### config.mk
export PLATFORM = sky130hd
export DESIGN_NAME = fnd_scan_controller
export DESIGN_NICKNAME = d
export VERILOG_FILES = /design/src/rtl/fnd_scan_controller.sv
export SDC_FILE = /design/constraint.sdc
export NUM_CORES = 1
export LEC_CHECK = 0
export ABC_CLOCK_PERIOD_IN_PS = 7150
export CORE_UTILIZATION = 35
export DETAILED_ROUTE_END_ITERATION = 12
export SYNTH_ARGS = -nofsm -noshare
export SYNTH_HDL_FRONTEND = slang
export SYNTH_SLANG_ARGS = --single-unit
### constraint.sdc
create_clock -name clk -period 7.15 [get_ports clk]
set_input_delay 1.0725 -clock clk [delete_from_list [all_inputs] [get_ports clk]]
set_output_delay 1.0725 -clock clk [all_outputs]
set_load 0.05 [all_outputs]
### src/rtl/fnd_scan_controller.sv
// fnd_scan_controller
// Time-multiplexed driver for a 4-digit common-anode 7-segment display.
// One digit is enabled per scan slot; all time inputs and the view select
// are captured once per frame so a frame never mixes old and new values.
// Digit 2 carries a decimal point that blinks at 1 Hz, derived from msec.

module fnd_scan_controller #(
  parameter int SCAN_DIV  = 100_000,
  parameter int BIT_100HZ = 100,
  parameter int SECOND_60 = 60,
  parameter int HOUR      = 24
) (
  input  logic                         clk,
  input  logic                         reset,
  input  logic [$clog2(BIT_100HZ)-1:0] msec,
  input  logic [$clog2(SECOND_60)-1:0] sec,
  input  logic [$clog2(SECOND_60)-1:0] min,
  input  logic [$clog2(HOUR)-1:0]      hour,
  input  logic                         disp_sel,
  output logic [3:0]                   fnd_com,
  output logic [7:0]                   fnd_font
);

  localparam int MSEC_W  = $clog2(BIT_100HZ);
  localparam int SEC_W   = $clog2(SECOND_60);
  localparam int HOUR_W  = $clog2(HOUR);
  localparam int CNT_W   = (SCAN_DIV > 1) ? $clog2(SCAN_DIV) : 1;
  localparam int FIELD_W = 7;

  localparam logic [CNT_W-1:0]   CNT_LAST = CNT_W'(SCAN_DIV - 1);
  localparam logic [FIELD_W-1:0] DP_HALF  = FIELD_W'(50);
  localparam logic [1:0]         IDX_LAST = 2'd3;
  localparam logic [1:0]         IDX_DP   = 2'd2;

  // Tens digit of a 7-bit value by comparator chain (0..12 for 0..127),
  // avoiding a real divider.
  function automatic logic [3:0] dec_tens(input logic [FIELD_W-1:0] v);
    logic [3:0] t;
    t = 4'd0;
    for (int k = 1; k <= 12; k++) begin
      if (v >= FIELD_W'(10 * k)) t = 4'(k);
    end
    return t;
  endfunction

  // Ones digit: remainder after removing the tens found above.
  function automatic logic [3:0] dec_ones(input logic [FIELD_W-1:0] v);
    logic [FIELD_W-1:0] r;
    r = v - FIELD_W'(dec_tens(v)) * FIELD_W'(10);
    return 4'(r);
  endfunction

  // Active-low segment pattern with dp off; anything above 9 is blank.
  function automatic logic [7:0] seg_font(input logic [3:0] d);
    logic [7:0] f;
    case (d)
      4'd0:    f = 8'hC0;
      4'd1:    f = 8'hF9;
      4'd2:    f = 8'hA4;
      4'd3:    f = 8'hB0;
      4'd4:    f = 8'h99;
      4'd5:    f = 8'h92;
      4'd6:    f = 8'h82;
      4'd7:    f = 8'hF8;
      4'd8:    f = 8'h80;
      4'd9:    f = 8'h90;
      default: f = 8'hFF;
    endcase
    return f;
  endfunction

  logic [CNT_W-1:0]   scan_cnt;
  logic               scan_tick;
  logic [1:0]         idx;
  logic               started;

  logic [MSEC_W-1:0]  sh_msec;
  logic [SEC_W-1:0]   sh_sec;
  logic [SEC_W-1:0]   sh_min;
  logic [HOUR_W-1:0]  sh_hour;
  logic               sh_sel;

  logic [FIELD_W-1:0] low_field;
  logic [FIELD_W-1:0] high_field;
  logic [3:0]         digit;
  logic               dp_on;
  logic [3:0]         com_d;
  logic [7:0]         font_d;

  assign scan_tick = (scan_cnt == CNT_LAST);

  // Slot timer: free-running 0..SCAN_DIV-1.
  always_ff @(posedge clk) begin
    if (reset) begin
      scan_cnt <= '0;
    end else if (scan_tick) begin
      scan_cnt <= '0;
    end else begin
      scan_cnt <= scan_cnt + 1'b1;
    end
  end

  // Digit index; starts at 3 so the first slot wraps to 0 and latches data.
  always_ff @(posedge clk) begin
    if (reset) begin
      idx <= IDX_LAST;
    end else if (scan_tick) begin
      idx <= idx + 2'd1;
    end
  end

  // Keeps the pins blank until the first real slot has begun.
  always_ff @(posedge clk) begin
    if (reset) begin
      started <= 1'b0;
    end else if (scan_tick) begin
      started <= 1'b1;
    end
  end

  // Frame latch: inputs are captured only at the idx 3 -> 0 wrap.
  always_ff @(posedge clk) begin
    if (reset) begin
      sh_msec <= '0;
      sh_sec  <= '0;
      sh_min  <= '0;
      sh_hour <= '0;
      sh_sel  <= 1'b0;
    end else if (scan_tick && (idx == IDX_LAST)) begin
      sh_msec <= msec;
      sh_sec  <= sec;
      sh_min  <= min;
      sh_hour <= hour;
      sh_sel  <= disp_sel;
    end
  end

  // View select: choose low/high fields from the shadow copy.
  always_comb begin
    low_field  = FIELD_W'(sh_msec);
    high_field = FIELD_W'(sh_sec);
    if (sh_sel) begin
      low_field  = FIELD_W'(sh_min);
      high_field = FIELD_W'(sh_hour);
    end
  end

  // Pick the decimal digit for the current slot.
  always_comb begin
    digit = 4'd0;
    case (idx)
      2'd0:    digit = dec_ones(low_field);
      2'd1:    digit = dec_tens(low_field);
      2'd2:    digit = dec_ones(high_field);
      default: digit = dec_tens(high_field);
    endcase
  end

  // Next pin values: digit enable, font, and the blinking dp on digit 2.
  always_comb begin
    dp_on  = (idx == IDX_DP) && (FIELD_W'(sh_msec) < DP_HALF);
    com_d  = ~(4'b0001 << idx);
    font_d = seg_font(digit);
    if (dp_on) font_d[7] = 1'b0;
  end

  // Registered pins; one cycle behind idx.
  always_ff @(posedge clk) begin
    if (reset || !started) begin
      fnd_com  <= 4'b1111;
      fnd_font <= 8'hFF;
    end else begin
      fnd_com  <= com_d;
      fnd_font <= font_d;
    end
  end

endmodule

==> impl_metrics.tcl <==
set metrics [dict create \
    reg2reg_from "sh_sel$_SDFFE_PP0P_" \
    antenna_found_initial 0 \
    ys_warn_count 0 \
    synth_ff_type "dfxtp_1" \
    setup_violations 0 \
    num_io_pins 39 \
    cts_buffers 9 \
    hold_class "reg2reg" \
    vdd_drop_max_v 0.0000905 \
    seq_area_frac_synth_pct 34.1 \
    num_vias 2769 \
    postSynthCellCount 386 \
    syn_avg_cell_area_sq_um 8.67 \
    htreeDepth 3 \
    post_drt_wl_per_cell_microns 12.9 \
    coreArea_sq_um 9240 \
    synth_edf_count 0 \
    grt_usage_pct 15.2 \
    cts_tree "yes" \
    dp_hpwl_mm 5.14 \
    drc 0 \
    endpoint_kind "flop" \
    grt_max_degree 33 \
    placement.io_buffers 38 \
    areaGrowthSynthToFinish_pct 18.3 \
    postCtsSetupBuffers 0 \
    dr.pass1.iters 4 \
    p_leak_nw 1.34 \
    met3_usage_pct 3.34 \
    r2r_slack_ps 2390 \
    fmax_ghz 0.210 \
    dieArea_sq_um 9960 \
    gp_congestion 0.841 \
    die_y_microns 99.8 \
    drt_iter0_drc 161 \
    clk_transition_reported_paths_ps 60 \
    startpoint "sh_sel$_SDFFE_PP0P_" \
    layout_commonest_cell "nor2_1" \
    nFillCells 923 \
    cts_resized 0 \
    outcome "complete, no violations" \
    synth_seq_cells 57 \
    final_cell_mix "67 x nor2_1, 57 x dfxtp_1, 38 x clkdlybuf4s50_1" \
    worstSetupPathType "reg2reg" \
    grt_setup_unrepaired "no" \
    crit_required_ps 7330 \
    crit_arrival_ps 4940 \
    via_per_inst 5.03 \
    start_util_pct 36.2 \
    tightestPinTransition_ps 1030 \
    post-place-ws_ps 2480 \
    ctsHoldBuffers 0 \
    layout_setup_ws_ps 2390 \
    max-slew-margin-rel_pct 30.3 \
    period_minus_slack_ps 4760 \
    drt-total-wl_mm 7.12 \
    setup_tns_ps 0 \
    synth_nets 427 \
    row_count 35 \
    finClkSkew_ps 7.22 \
    hold_viol_final 0 \
    r2r_cells 13 \
    min_from "scan_cnt[0]$_SDFF_PP0_" \
    cap_violations 0 \
    cp_max_fo 21 \
    grt_pass1_wl_mm 12.0 \
    maxSlewViolCount 0 \
    timing.rr.end "fnd_font[5]$_SDFF_PP1_" \
    cts_root_buf "clkbuf_8" \
    ctsLongestPathBuffers 2 \
    grt_busiest_layer "met2" \
    cts_sinks 57 \
    grt_pass1_vias 2470 \
    gr-usage-met1_pct 21.2 \
    drtAntennaViolNets 0 \
    power_density_nw_per_um2 151 \
    diodes 0 \
    period_share_pct 66.6 \
    use_met2_pct 22.4 \
    synth_area_sq_um 3350 \
    hold_path_depth 1 \
    gr-total-overflow 0 \
    min_to "scan_cnt[0]$_SDFF_PP0_" \
    drive_gt1_share_pct 10.4 \
    ys_types 69 \
    clock_latency_ps 340 \
    async_flop_share_pct 0 \
    die_width_microns 99.8 \
    crit_path_start_kind "flop" \
    fin_nets 459 \
]
## registers in the layout, summed over array words and instances (netlist names)
register and count:
sh_sel 1, idx 2, scan_cnt 17, sh_msec 7, sh_min 6, fnd_font 8
sh_hour 5, sh_sec 6, started 1, fnd_com 4
## through the flow
step	power [mW]	hold WS, ps	instances	utilization (%)	instance area (sq um)
floorplan	0.333	426	386	-	3350
global placement	0.349	441	536	41.1	3800
detailed placement	0.350	454	536	41.1	3800
CTS	0.608	467	551	42.9	3960
global route	0.623	503	551	42.9	3960
finish	0.597	465	551	42.9	3960
## worst max-delay path, stage by stage (launching register included)
cell      delay [ps]
dfxtp_1          660
buf_4            340
mux2_2           420
maj3_2           330
mux2_2           290
a211oi_2         320
or3_2            180
fa_1             410
a21oi_1          140
o21ai_0           90
o21ai_0          820
nand2_1          220
nor3b_1          300
a31oi_1           70
## synth_stat cells, types with 2 or more instances
master,count,share of area (%)
nor2_1,67,7.5
dfxtp_1,57,34
mux2i_1,32,9.6
nand2_1,27,3.0
inv_1,14,1.6
ha_1,12,4.5
o21ai_0,12,1.8
nand3_1,11,1.6
xor2_1,11,2.9
a21oi_1,8,1.2
a31oi_1,8,1.5
buf_2,8,1.2
nor3_1,8,1.2
xnor2_1,8,2.1
clkbuf_1,7,0.78
mux2_2,5,1.7
o211ai_1,5,1.1
a21boi_1,4,0.90
nand2b_1,4,0.75
or2_2,4,0.75
a211oi_1,3,0.67
a211oi_2,3,1.1
and2_1,3,0.56
buf_6,3,1.0
nor2b_1,3,0.56
o21ai_1,3,0.45
o311ai_0,3,0.78
a21o_1,2,0.45
a311oi_1,2,0.52
a31o_2,2,0.52
and3_1,2,0.37
buf_4,2,0.45
fa_1,2,1.2
mux2i_2,2,0.82
nand4_1,2,0.37
nor3b_1,2,0.45
nor4b_1,2,0.52
o31a_1,2,0.52
## area by class of cell
type,count,area [sq um],area share (%)
clock buffers,12,145,3.67
clock inverters,3,17.5,0.442
inverters,15,56.3,1.42
multi-input cells,294,2040,51.4
flip-flops and latches,57,1140,28.8
well taps,129,161,4.08
repair buffers,41,403,10.2
## power breakdown
group / leakage [nW] / switching (mW) / internal, mW
Clock: 0.0822 / 0.123 / 0.132
Combinational: 0.797 / 0.00739 / 0.0145
Sequential: 0.460 / 0.00120 / 0.319
Total: 1.34 / 0.131 / 0.465
## kinds of logic (layout without fill, tap and decap cells)
family	Yosys count	after routing	synth area share, %
and+or+nand+nor	149	149	21.3
AOI/OAI and AO/OA	70	70	15.7
DFF	57	57	34.1
muxes	40	40	12.5
buffers and inverters	35	71	5.12
xor gates and xnor gates	19	19	4.97
adders and majority gates	16	16	6.32
## how the worst max path moves through the flow
stage	end	slack (ps)	depth (start not counted)
after global placement	fnd_font[6]$_SDFF_PP1_	2630	13
final	fnd_font[5]$_SDFF_PP1_	2390	13
after CTS	fnd_font[5]$_SDFF_PP1_	2410	13
after global routing	fnd_font[5]$_SDFF_PP1_	2120	13
after detailed placement	fnd_font[5]$_SDFF_PP1_	2480	13
after floorplan	fnd_font[4]$_SDFF_PP1_	3640	14
## metal layers
layer	vias up	wire, microns
met5	-	0
met4	0	59
met3	5	295
met2	55	3110
met1	1280	3660
li1	1429	-
Power figures use the tool's default switching activity.
